--- config.mk ---
export PLATFORM = sky130hd
export DESIGN_NAME = da_frame_ctrl
export DESIGN_NICKNAME = d
export VERILOG_FILES = /design/src/rtl/da_pkg.sv /design/src/rtl/da_out_slot.sv /design/src/rtl/da_frame_ctrl.sv
export SDC_FILE = /design/constraint.sdc
export NUM_CORES = 1
export LEC_CHECK = 0
export ABC_AREA = 1
export BUFFER_PORTS_ARGS = -buffer_cell sky130_fd_sc_hd__buf_4
export CORE_ASPECT_RATIO = 1.2
export CORE_MARGIN = 2
export CORE_UTILIZATION = 50
export DETAILED_ROUTE_END_ITERATION = 7
export PLACE_DENSITY = 0.79
export SLEW_MARGIN = 20
export SYNTH_ARGS = -nofsm -noshare
export SYNTH_HDL_FRONTEND = slang
export SYNTH_SLANG_ARGS = --single-unit
--- constraint.sdc ---
create_clock -name clk -period 2.2 [get_ports clk]
set_clock_uncertainty 0.2 [all_clocks]
set_input_delay 0.44 -clock clk [delete_from_list [all_inputs] [get_ports clk]]
set_output_delay 0.44 -clock clk [all_outputs]
set_load 0.005 [all_outputs]
--- src/rtl/da_pkg.sv ---
// Types and constants shared by the DA subfilter control path and subfilter instances.
package da_pkg;

    localparam int DA_WORD_WIDTH = 16;

    typedef enum logic [2:0] {
        IDLE,
        LOAD,
        GAP,
        RUN,
        WAIT
    } da_ctrl_state_e;

endpackage

--- src/rtl/da_out_slot.sv ---
// One-entry valid/ready result register: loaded once per frame, cleared when drained.
module da_out_slot #(
    parameter int WIDTH = 16
) (
    input  logic             clk,
    input  logic             rst,
    input  logic             load,
    input  logic [WIDTH-1:0] load_data,
    input  logic             drain,
    output logic             m_valid,
    output logic [WIDTH-1:0] m_data
);

    logic             m_valid_q, m_valid_d;
    logic [WIDTH-1:0] m_data_q, m_data_d;

    always_comb begin
        m_valid_d = m_valid_q;
        m_data_d  = m_data_q;
        if (m_valid_q && drain) begin
            m_valid_d = 1'b0;
        end
        if (load) begin
            m_valid_d = 1'b1;
            m_data_d  = load_data;
        end
    end

    always_ff @(posedge clk or negedge rst) begin
        if (!rst) begin
            m_valid_q <= 1'b0;
            m_data_q  <= '0;
        end else begin
            m_valid_q <= m_valid_d;
            m_data_q  <= m_data_d;
        end
    end

    assign m_valid = m_valid_q;
    assign m_data  = m_data_q;

    // The controller only starts a frame once the slot is empty or draining.
    a_no_overwrite: assert property (@(posedge clk) disable iff (!rst) load |-> !m_valid_q);

endmodule

--- src/rtl/da_frame_ctrl.sv ---
// Initiator for a bit-serial DA subfilter: loads one sample, steps WORD_WIDTH bits,
// then captures the subfilter result into a valid/ready output slot.
module da_frame_ctrl
    import da_pkg::*;
#(
    parameter int WORD_WIDTH = DA_WORD_WIDTH,
    parameter int LOAD_GAP   = 1,
    parameter int Y_LAT      = 1
) (
    input  logic                  clk,
    input  logic                  rst,
    input  logic                  s_valid,
    output logic                  s_ready,
    input  logic [WORD_WIDTH-1:0] s_data,
    output logic                  sf_x_we,
    output logic [WORD_WIDTH-1:0] sf_x,
    output logic                  sf_en,
    output logic                  sf_ts,
    input  logic [WORD_WIDTH-1:0] sf_y,
    output logic                  m_valid,
    input  logic                  m_ready,
    output logic [WORD_WIDTH-1:0] m_data,
    output logic                  busy
);

    localparam int BW = $clog2(WORD_WIDTH + 1);
    localparam logic [BW-1:0] BIT_INIT  = BW'(WORD_WIDTH - 1);
    localparam logic [3:0]    GAP_INIT  = 4'((LOAD_GAP > 0) ? LOAD_GAP - 1 : 0);
    localparam logic [1:0]    WAIT_INIT = 2'(Y_LAT - 1);

    da_ctrl_state_e          state_q, state_d;
    logic [3:0]              gap_cnt_q, gap_cnt_d;
    logic [BW-1:0]           bit_cnt_q, bit_cnt_d;
    logic [1:0]              wait_cnt_q, wait_cnt_d;
    logic [WORD_WIDTH-1:0]   sf_x_q, sf_x_d;
    logic                    sf_x_we_q, sf_x_we_d;
    logic                    sf_en_q, sf_en_d;
    logic                    sf_ts_q, sf_ts_d;
    logic                    busy_q, busy_d;
    logic                    idle_q, idle_d;
    logic                    slot_load;
    logic                    accept;

    // idle_q stays low during reset so s_ready is deasserted until the first clock after release.
    assign s_ready = idle_q && (!m_valid || m_ready);
    assign accept  = s_valid && s_ready;

    always_comb begin
        state_d    = state_q;
        gap_cnt_d  = gap_cnt_q;
        bit_cnt_d  = bit_cnt_q;
        wait_cnt_d = wait_cnt_q;
        sf_x_d     = sf_x_q;
        slot_load  = 1'b0;
        case (state_q)
            IDLE: begin
                if (accept) begin
                    sf_x_d  = s_data;
                    state_d = LOAD;
                end
            end
            LOAD: begin
                if (LOAD_GAP == 0) begin
                    state_d   = RUN;
                    bit_cnt_d = BIT_INIT;
                end else begin
                    state_d   = GAP;
                    gap_cnt_d = GAP_INIT;
                end
            end
            GAP: begin
                if (gap_cnt_q == 4'd0) begin
                    state_d   = RUN;
                    bit_cnt_d = BIT_INIT;
                end else begin
                    gap_cnt_d = gap_cnt_q - 4'd1;
                end
            end
            RUN: begin
                if (bit_cnt_q == '0) begin
                    state_d    = WAIT;
                    wait_cnt_d = WAIT_INIT;
                end else begin
                    bit_cnt_d = bit_cnt_q - BW'(1);
                end
            end
            WAIT: begin
                if (wait_cnt_q == 2'd0) begin
                    state_d   = IDLE;
                    slot_load = 1'b1;
                end else begin
                    wait_cnt_d = wait_cnt_q - 2'd1;
                end
            end
            default: state_d = IDLE;
        endcase

        // Strobes follow the next state so they line up with the state they belong to.
        sf_x_we_d = (state_d == LOAD);
        sf_en_d   = (state_d == RUN);
        sf_ts_d   = (state_d == RUN) && (bit_cnt_d == '0);
        busy_d    = (state_d != IDLE);
        idle_d    = (state_d == IDLE);
    end

    always_ff @(posedge clk or negedge rst) begin
        if (!rst) begin
            state_q    <= IDLE;
            gap_cnt_q  <= '0;
            bit_cnt_q  <= '0;
            wait_cnt_q <= '0;
            sf_x_q     <= '0;
            sf_x_we_q  <= 1'b0;
            sf_en_q    <= 1'b0;
            sf_ts_q    <= 1'b0;
            busy_q     <= 1'b0;
            idle_q     <= 1'b0;
        end else begin
            state_q    <= state_d;
            gap_cnt_q  <= gap_cnt_d;
            bit_cnt_q  <= bit_cnt_d;
            wait_cnt_q <= wait_cnt_d;
            sf_x_q     <= sf_x_d;
            sf_x_we_q  <= sf_x_we_d;
            sf_en_q    <= sf_en_d;
            sf_ts_q    <= sf_ts_d;
            busy_q     <= busy_d;
            idle_q     <= idle_d;
        end
    end

    assign sf_x    = sf_x_q;
    assign sf_x_we = sf_x_we_q;
    assign sf_en   = sf_en_q;
    assign sf_ts   = sf_ts_q;
    assign busy    = busy_q;

    da_out_slot #(
        .WIDTH(WORD_WIDTH)
    ) u_out_slot (
        .clk      (clk),
        .rst      (rst),
        .load     (slot_load),
        .load_data(sf_y),
        .drain    (m_ready),
        .m_valid  (m_valid),
        .m_data   (m_data)
    );

endmodule

==> results of run 1 <==
## placed cells by master (no fill, tap or decap), types with 3 or more instances in the layout
cell / count
buf_4: 74
clkbuf_8: 6
dfrtp_1: 52
ha_1: 4
inv_1: 17
inv_2: 7
mux2_2: 7
mux2_4: 9
nand2_1: 63
nand3_1: 7
nand3_2: 3
nor2_1: 7
o21ai_0: 3
## through the flow
| stage | worst slack (ns) | instances | power (mW) | area, µm² |
|---|---|---|---|---|
| after floorplan | 0.611 | 212 | 2.04 | 2300 |
| after global placement | 0.519 | 341 | 2.51 | 2900 |
| after detailed placement | 0.445 | 341 | 2.55 | 2900 |
| after CTS | 0.428 | 350 | 3.12 | 3010 |
| after global routing | 0.343 | 350 | 3.30 | 3010 |
| final | 0.435 | 350 | 3.09 | 3010 |
## cells in the mapped netlist, drive strengths merged
| library cell | instances | share of area |
|---|---|---|
| o211ai | 1 | 0.0033 |
| a31oi | 2 | 0.0054 |
| dfrtp | 52 | 0.57 |
| o21ai | 6 | 0.015 |
| nand2 | 68 | 0.13 |
| nand4 | 3 | 0.015 |
| mux2i | 1 | 0.0043 |
| nor3 | 3 | 0.011 |
| ha | 4 | 0.022 |
| nand3 | 12 | 0.043 |
| clkinv | 1 | 0.0022 |
| o21a | 1 | 0.0033 |
| buf | 3 | 0.012 |
| mux2 | 16 | 0.093 |
| a21oi | 2 | 0.0043 |
| inv | 24 | 0.039 |
| o22ai | 1 | 0.0027 |
| and2 | 1 | 0.0027 |
| nor2 | 11 | 0.030 |
## power by group through the flow
stage          clock network (mW)  registers (mW)  logic (mW)
4_1_cts                     0.570            1.38        1.16
3_5_place_dp                    0            1.39        1.16
5_1_grt                     0.608            1.41        1.28
2_1_floorplan                   0            1.38       0.659
6_report                    0.561            1.38        1.15
3_3_place_gp                    0            1.39        1.12
## worst min-delay path by stage
stage                     cells past startpoint            startpoint                              to
after global placement                        2  sf_x[13]$_DFFE_PN0P_            sf_x[13]$_DFFE_PN0P_
after global routing                          3             s_data[7]             sf_x[7]$_DFFE_PN0P_
after CTS                                     2               m_ready  u_out_slot.m_valid$_DFFE_PN0P_
after detailed placement                      2  sf_x[12]$_DFFE_PN0P_            sf_x[12]$_DFFE_PN0P_
after floorplan                               0                   rst          bit_cnt_q[0]$_DFF_PN0_
final                                         2               m_ready  u_out_slot.m_valid$_DFFE_PN0P_
## final cells by class
cell class                 instances  area [µm²]
timing repair buffer              75         566
tap                               58        72.6
inverter                          25        95.1
multi-input combinational        132         878
fill                             377        1520
clock buffer                       7        86.3
sequential                        52        1300
clock inverter                     1        7.51
## per-layer routing
metal  global-route usage  share of wire  vias up  wire [µm]
li1                     -              -      831          -
met1                0.229           0.42      811       1910
met2                0.309           0.51       47       2320
met3               0.0530          0.064        4        291
met4               0.0408         0.0081        0         37
met5                    0              0        -          0
## kinds of logic (layout without fill, tap and decap cells)
| family | count (synthesis) | in the layout |
|---|---|---|
| flops | 52 | 52 |
| fa+ha+maj | 4 | 4 |
| mux | 17 | 17 |
| buf+inv | 28 | 108 |
| simple gates | 98 | 98 |
| compound gates | 13 | 13 |
## state kept, by name (all words and copies together) (netlist names)
name                count
busy                    1
state_q                 3
gap_cnt_q               4
bit_cnt_q               5
sf_x                   16
idle_q                  1
sf_x_we                 1
sf_en                   1
u_out_slot.m_valid      1
wait_cnt_q              2
sf_ts                   1
u_out_slot.m_data      16
==> out/metrics.yaml, run 1 <==
logic_synthesis:
  syn_avg_cell_area_um2: 10.9
  synth-adder-area-share: 0.0217
  synth_simple_gate_area_frac: 0.229
  synthXorXnorAreaFrac: 0
  synth_compound_area_frac: 0.0337
  synth_top_family_by_area: "simple AND/OR/NAND/NOR gates"
  yosys_warnings: 0
  syn_nets: 252
  ys_seq_area_frac: 0.565
  yosysUniqueCellTypes: 34
  muxShareOfSynthArea: 0.0973
  syn-cell-area_mm2: 0.00230
  postSynthCellCount: 212
  synth-seq-cells: 52
timing:
  setup-tns-final_ns: 0
  slew_headroom: 0.570
  fmax_mhz: 566
  hold-worst-slack_ns: 0.118
  hold_violations: 0
  worst_pin_slew_ns: 0.645
  grt_setup_unrepaired: "false"
  maxSlewViolCount: 0
  period_share: 0.802
  finalCriticalPeriod_ns: 1.77
  report.final.setup_viol: 0
grt:
  grt_usage: 0.182
  grt_max_degree: 53
  antenna_found_initial: 0
  grt_pass1_wl_um: 7340
  grt_pass1_vias: 1661
  grt-ovfl-total: 0
placement:
  gp_congestion: 0.825
  dpl.hpwl_um: 3390
  io_buffers: 73
setup_path:
  max_stage_delay_ns: 0.41
  timing.rr.end: "u_out_slot.m_data[12]$_DFFE_PN0P_"
  path_delay_family: "multiplexers"
  r2r_slack_ns: 0.43
  r2r_start: "wait_cnt_q[0]$_DFFE_PN0P_"
  critPathCapture: "u_out_slot.m_data[12]$_DFFE_PN0P_"
  critPathMaxFanout: 17
  crit_type: "flip-flop to flip-flop"
  worst_r2r_path_depth: 4
  critPathBufInv: 1
  cp.arrival_ns: 1.75
  worst_path_max_delay_cell: "mux2_4"
  worstSetupEndpointType: "flip-flop"
  critical_path_depth: 4
  start_kind: "flip-flop"
  required_ns: 2.19
  cp_cell_sequence: "inv_1, ha_1, nand4_4, mux2_4"
  crit_start: "wait_cnt_q[0]$_DFFE_PN0P_"
die:
  pin_count: 74
  dieArea_mm2: 0.00517
  die_h_um: 78.3
  core_mm2: 0.00453
  num_rows: 27
  start_util: 0.509
  die_x_um: 65.9
cts:
  cts_made_buffers: 5
  worstSkewPairLatency_ns: 0.30
  clock_path_buffers: 2
  postCtsSetupBuffers: 0
  root_buffer: "clkbuf_8"
  path_clk_slew_ns: 0.09
  cts_hold_buf: 1
  cts_max_level: 2
  cts_tree: "done"
  cts.sinks: 52
  cts_resized: 0
drt:
  num_vias: 1693
  drc: 0
  wl_um: 4570
  avgViaCountPerCell: 4.84
  drtIter0Drc: 49
  ant_nets: 0
  firstDrtPassIters: 4
  wire_per_inst_um: 13.0
power_and_ir_drop:
  power.switching_mw: 1.07
  leakagePower_nw: 1.57
  p_int_mw: 2.02
  clockPowerShare: 0.182
  p_seq_frac: 0.447
  p_sw_frac: 0.346
  combPwrFrac: 0.371
  peakVddDrop_uv: 577
  p_per_area_mw_per_mm2: 1030
job:
  timing.max_cap.violations: 0
final_layout:
  antenna_cells: 0
  final_util: 0.664
  area_delta_synth_final_pct: 30.6
  drive_gt1_frac: 0.421
  fin_nets: 331
status:
  status: "finished clean"
worst_hold_path:
  hp-class: "primary input to flip-flop"
No activity file was read; power rests on OpenSTA's default activity.
==> run 2, diff against run 1 <==
==> constraint.sdc (replaced) <==
create_clock -name clk -period 1.85 [get_ports clk]
set_clock_uncertainty 0.2 [all_clocks]
set_input_delay 0.37 -clock clk [delete_from_list [all_inputs] [get_ports clk]]
set_output_delay 0.37 -clock clk [all_outputs]
set_load 0.005 [all_outputs]
==> run 2 against run 1 <==
  * Routed wire length is 1.3% higher
  * Global-route usage is 1.5 points higher
  * Sequential share of layout area is 0.13 points higher
  * Utilization is 0.19 points lower
  * Cell count stayed put
  * Largest power group unchanged
==> out/metrics.yaml, run 2 (synthesis gave the netlist of run 1 again) <==
status:
  status: "finished clean"
placement:
  place_inst: 341  # unchanged
  io_buffers: 73  # unchanged
  gp_congestion: 0.784  # -4.9%
  dpl.hpwl_um: 3520  # +3.6%
final_layout:
  fin_nets: 331  # unchanged
  multi_input_area_um2: 878  # unchanged
  layout.cells.non_filler: 350  # unchanged
  area_delta_synth_final_pct: 30.2
  ff_latch_area_mm2: 0.00130  # unchanged
  drive_gt1_frac: 0.418  # -0.00342
  final_cell_mix: "buf_4, nand2_1, dfrtp_1, inv_1, mux2_4"
  antenna_cells: 0  # unchanged
  mostFrequentLayoutCell: "buf_4"
  fill_cells: 380  # +0.80%
setup_path:
  crit_type: "flip-flop to flip-flop"
  worstSetupEndpointType: "flip-flop"
  required_ns: 1.84  # -0.35 ns
  start_kind: "flip-flop"
  cp.arrival_ns: 1.73  # -0.02 ns
  critPathMaxFanout: 17  # unchanged
drt:
  wl_um: 4630  # +1.3%
  num_vias: 1705  # +0.71%
  firstDrtPassIters: 4  # unchanged
  drc: 0  # unchanged
  drtIter0Drc: 81  # +65%
  wire_per_inst_um: 13.2  # +1.3%
  avgViaCountPerCell: 4.87  # +0.71%
  ant_nets: 0  # unchanged
worst_hold_path:
  hp-class: "primary input to flip-flop"
power_and_ir_drop:
  peakVddDrop_uv: 735  # +27%
  p_per_area_mw_per_mm2: 1210  # +18%
  leakagePower_nw: 1.56  # -0.47%
die:
  num_rows: 27  # unchanged
  die_x_um: 65.9  # unchanged
  start_util: 0.509  # unchanged
  dieArea_mm2: 0.00517  # unchanged
  core_mm2: 0.00453  # unchanged
  pin_count: 74  # unchanged
  die_h_um: 78.3  # unchanged
job:
  timing.max_cap.violations: 0  # unchanged
grt:
  use_met3: 0.0716  # +0.0186
  grt_usage: 0.197  # +0.0153
  gr-usage-met1: 0.239  # +0.00997
  top_usage_layer: "met2"
  antenna_found_initial: 0  # unchanged
  grt-ovfl-total: 0  # unchanged
  grt_pass1_vias: 1730  # +4.2%
  grt_pass1_wl_um: 7760  # +5.6%
  grt_max_degree: 53  # unchanged
  use_met2: 0.329  # +0.0202
cts:
  cts_tree: "done"
  cts.sinks: 52  # unchanged
  worstSkewPairLatency_ns: 0.31  # about the same
  cts_made_buffers: 5  # unchanged
  clock_path_buffers: 2  # unchanged
  path_clk_slew_ns: 0.09  # about the same
  cts_max_level: 2  # unchanged
  cts_resized: 0  # unchanged
  root_buffer: "clkbuf_8"
timing:
  grt_setup_unrepaired: "false"
  setup-tns-final_ns: 0  # unchanged
  slew_headroom: 0.574  # +0.00399
  maxSlewViolCount: 0  # unchanged
  report.final.setup_viol: 0  # unchanged
  period_share: 0.936  # +0.133
  fmax_mhz: 578  # +2.0%
  worst_pin_slew_ns: 0.639  # -0.00599 ns
  finalCriticalPeriod_ns: 1.73  # -0.0341 ns
  hold_violations: 0  # unchanged
run 2: path summary, 6_finish.rpt:
check	from	cells after the start	to	slack, ns
max	wait_cnt_q[0]$_DFFE_PN0P_	4	u_out_slot.m_data[8]$_DFFE_PN0P_	0.12
min	s_data[10]	3	sf_x[10]$_DFFE_PN0P_	0.05
max reg2reg	wait_cnt_q[0]$_DFFE_PN0P_	4	u_out_slot.m_data[8]$_DFFE_PN0P_	0.12
min reg2reg	sf_x[15]$_DFFE_PN0P_	2	sf_x[15]$_DFFE_PN0P_	0.29
max in group asynchronous	rst	2	sf_x[12]$_DFFE_PN0P_	0.60
min in group asynchronous	rst	2	sf_x[0]$_DFFE_PN0P_	0.42
run 2: worst max-delay path, cell delays in order, from the launching register on:
cell and delay [ns]:
dfrtp_1 0.38, inv_1 0.09, ha_1 0.22, nand4_4 0.32, mux2_4 0.41
run 2: power breakdown:
part | total (mW) | internal, mW | leakage (nW) | switching (mW)
Sequential | 1.64 | 1.43 | 0.641 | 0.210
Clock | 0.630 | 0.271 | 0.0424 | 0.359
Combinational | 1.35 | 0.662 | 0.880 | 0.693
run 2: final cells by class:
class,count,area share
sequential,52,0.434
multi-input combinational,132,0.293
timing repair buffer,75,0.189
inverter,25,0.0317
clock buffer,7,0.0255
tap,58,0.0242
clock inverter,1,0.00292
run 2: repair_timing:
action                                  4_1_cts  5_1_grt
hold buffers                                  1        0
endpoints found under the hold margin        52        0
endpoints found under the setup margin        0        6
setup buffers                                 0        0
run 2: through the flow:
stage	util	total power [mW]	cell area (µm²)	setup WS, ns	hold slack [ns]
finish	0.662	3.63	3000	0.119	0.0513
global route	0.662	3.88	3000	0.0228	0.0396
detailed placement	0.641	3.04	2900	0.106	0.240
floorplan	-	2.43	2300	0.261	-0.126
CTS	0.662	3.67	3000	0.0830	0.0480
global placement	0.641	2.98	2900	0.167	0.235
run 2: per-layer routing:
layer	vias up	wire length, µm
met5	-	0
met4	0	55
met3	6	317
met2	52	2350
met1	817	1900
li1	830	-
==> run 3, diff against run 2 <==
--- a/config.mk
+++ b/config.mk
@@ -10,6 +10,7 @@
 export CORE_ASPECT_RATIO = 1.2
 export CORE_MARGIN = 2
 export CORE_UTILIZATION = 50
+export CTS_CLUSTER_SIZE = 14
 export DETAILED_ROUTE_END_ITERATION = 7
 export PLACE_DENSITY = 0.79
 export SLEW_MARGIN = 20
==> constraint.sdc (replaced) <==
create_clock -name clk -period 1.85 [get_ports clk]
set_clock_uncertainty 0.2 [all_clocks]
set_input_delay 0.185 -clock clk [delete_from_list [all_inputs] [get_ports clk]]
set_output_delay 0.185 -clock clk [all_outputs]
set_load 0.005 [all_outputs]
==> run 3 against run 2 <==
  * Global-route usage is 4.3 points higher
  * Utilization rose by 7.3 points
  * Via count grew 11%
  * Worst setup slack worse by 0.018 ns
  * Cell count grew 9.4%
  * Sequential share of layout area fell by 4.3 points
  * Register-to-register slack worse by 0.02 ns
  * Routed wire length is 21% higher
  * First-iteration DRC count rose by 48%
  * Critical path type unchanged
  * Critical endpoint is now gap_cnt_q[3]$_DFFE_PN0P_
  * Largest power group unchanged
==> out/metrics.yaml, run 3 (synthesis gave the netlist of run 1 again) <==
final_layout:
  fin_area_mm2: 0.00333  # +11%
  area_delta_synth_final_pct: 44.6
  final_cell_mix: "buf_4, nand2_1, dfrtp_1, dlygate4sd3_1, inv_1"
  antenna_cells: 0  # unchanged
  mostFrequentLayoutCell: "buf_4"
  drive_gt1_frac: 0.375  # -0.0424
  fin_nets: 364  # +10%
  fill_cells: 316  # -17%
  multi_input_area_um2: 878  # unchanged
  ff_latch_area_mm2: 0.00130  # unchanged
  layout.cells.non_filler: 383  # +9.4%
  final_util: 0.735  # +0.0730
power_and_ir_drop:
  peakVddDrop_uv: 754  # +2.6%
  p_per_area_mw_per_mm2: 1120  # -7.5%
  finalPower_mw: 3.73  # +2.7%
  leakagePower_nw: 1.70  # +8.8%
grt:
  grt_max_degree: 53  # unchanged
  grt-ovfl-total: 0  # unchanged
  grt_usage: 0.239  # +0.0426
  grt_pass1_vias: 1936  # +12%
  grt_pass1_wl_um: 9290  # +20%
  antenna_found_initial: 0  # unchanged
drt:
  drc: 0  # unchanged
  ant_nets: 0  # unchanged
  wire_per_inst_um: 14.6  # +11%
  wl_um: 5610  # +21%
  avgViaCountPerCell: 4.95  # +1.7%
  num_vias: 1897  # +11%
  drtIter0Drc: 120  # +48%
  firstDrtPassIters: 4  # unchanged
setup_path:
  cp_cell_sequence: "inv_2, nand2_4, nor2_2, clkinv_2, nor2_4, nand2_1, o21ai_1, a21oi_1"
  crit_type: "flip-flop to flip-flop"
  r2r_start: "state_q[2]$_DFF_PN0_"
  worstSetupEndpointType: "flip-flop"
  max_stage_delay_ns: 0.48  # +0.07 ns
  start_kind: "flip-flop"
  critPathBufInv: 2  # +1
  critPathMaxFanout: 5  # -12
  crit_start: "state_q[2]$_DFF_PN0_"
  required_ns: 1.84  # about the same
  cp.arrival_ns: 1.74  # about the same
  worst_path_max_delay_cell: "dfrtp_1"
  path_delay_family: "flip-flops"
placement:
  pre_cts_slack_ns: 0.106  # unchanged
  dpl.hpwl_um: 3520  # unchanged
  place_inst: 341  # unchanged
  gp_congestion: 0.784  # unchanged
  postPlaceCellArea_mm2: 0.00290  # unchanged
  io_buffers: 73  # unchanged
cts:
  root_buffer: "clkbuf_8"
  clock_path_buffers: 2  # unchanged
  cts.sinks: 52  # unchanged
  path_clk_slew_ns: 0.09  # about the same
  cts_tree: "done"
  worstSkewPairLatency_ns: 0.30  # about the same
  cts_made_buffers: 5  # unchanged
  cts_max_level: 2  # unchanged
worst_hold_path:
  hold_path.startpoint: "s_valid"
  hp-class: "primary input to flip-flop"
die:
  die_h_um: 78.3  # unchanged
  start_util: 0.509  # unchanged
  die_x_um: 65.9  # unchanged
  core_mm2: 0.00453  # unchanged
  pin_count: 74  # unchanged
  dieArea_mm2: 0.00517  # unchanged
  num_rows: 27  # unchanged
timing:
  report.final.setup_viol: 0  # unchanged
  grt_setup_unrepaired: "false"
  setup-tns-final_ns: 0  # unchanged
  finalCriticalPeriod_ns: 1.75  # +0.0176 ns
  worst_pin_slew_ns: 0.645  # +0.00587 ns
  hold_violations: 0  # unchanged
  maxSlewViolCount: 0  # unchanged
  period_share: 0.945  # +0.00950
  worst_slack_ns: 0.101  # -0.0176 ns
  fmax_mhz: 572  # -1.0%
  hold-worst-slack_ns: 0.117  # +0.0658 ns
  slew_headroom: 0.570  # -0.00391
status:
  status: "finished clean"
job:
  timing.max_cap.violations: 0  # unchanged
-- run 3: worst paths after layout --
path	depth (start not counted)	slack (ns)	to
hold reg to reg	2	0.30	sf_x[4]$_DFFE_PN0P_
hold / removal	3	0.12	state_q[0]$_DFF_PN0_
setup / recovery	8	0.10	gap_cnt_q[3]$_DFFE_PN0P_
max in group asynchronous	2	0.77	sf_x_we$_DFF_PN0_
min in group asynchronous	2	0.25	sf_x[0]$_DFFE_PN0P_
setup reg to reg	8	0.10	gap_cnt_q[3]$_DFFE_PN0P_
-- run 3: per-layer routing --
metal | wire length [µm] | global-route usage | vias to the layer above
li1 | - | - | 896
met1 | 2160 | 0.282 | 930
met2 | 3070 | 0.429 | 62
met3 | 280 | 0.0587 | 9
met4 | 104 | 0.0673 | 0
met5 | 0 | 0 | -
-- run 3: worst register-to-register path, delay by kind of cell, from the launching register on --
kind / cells / cell delay (ns)
DFF: 1 / 0.48
and+or+nand+nor: 4 / 0.49
AOI/OAI and AO/OA: 2 / 0.24
buffers and inverters: 2 / 0.24
-- run 3: area by class of cell --
class / count / share of cell area
Sequential cell: 52 / 0.391
Timing Repair Buffer: 108 / 0.269
Multi-Input combinational cell: 132 / 0.264
Inverter: 25 / 0.0286
Clock buffer: 7 / 0.0229
Tap cell: 58 / 0.0218
Clock inverter: 1 / 0.00263
-- run 3: report_power, final --
part           leakage, nW  total (mW)  internal (mW)  switching (mW)
registers            0.641        1.66           1.43           0.223
clock network       0.0424       0.633          0.271           0.362
logic                 1.02        1.44          0.708           0.729
total                 1.70        3.73           2.41            1.31
-- run 3: repair_timing --
action / 4_1_cts / 5_1_grt
gates resized for setup: 0 / 0
endpoints found under the setup margin: 0 / 8
hold buffers: 34 / 0
buffers inserted: 0 / 0
hold endpoints to repair: 85 / 0
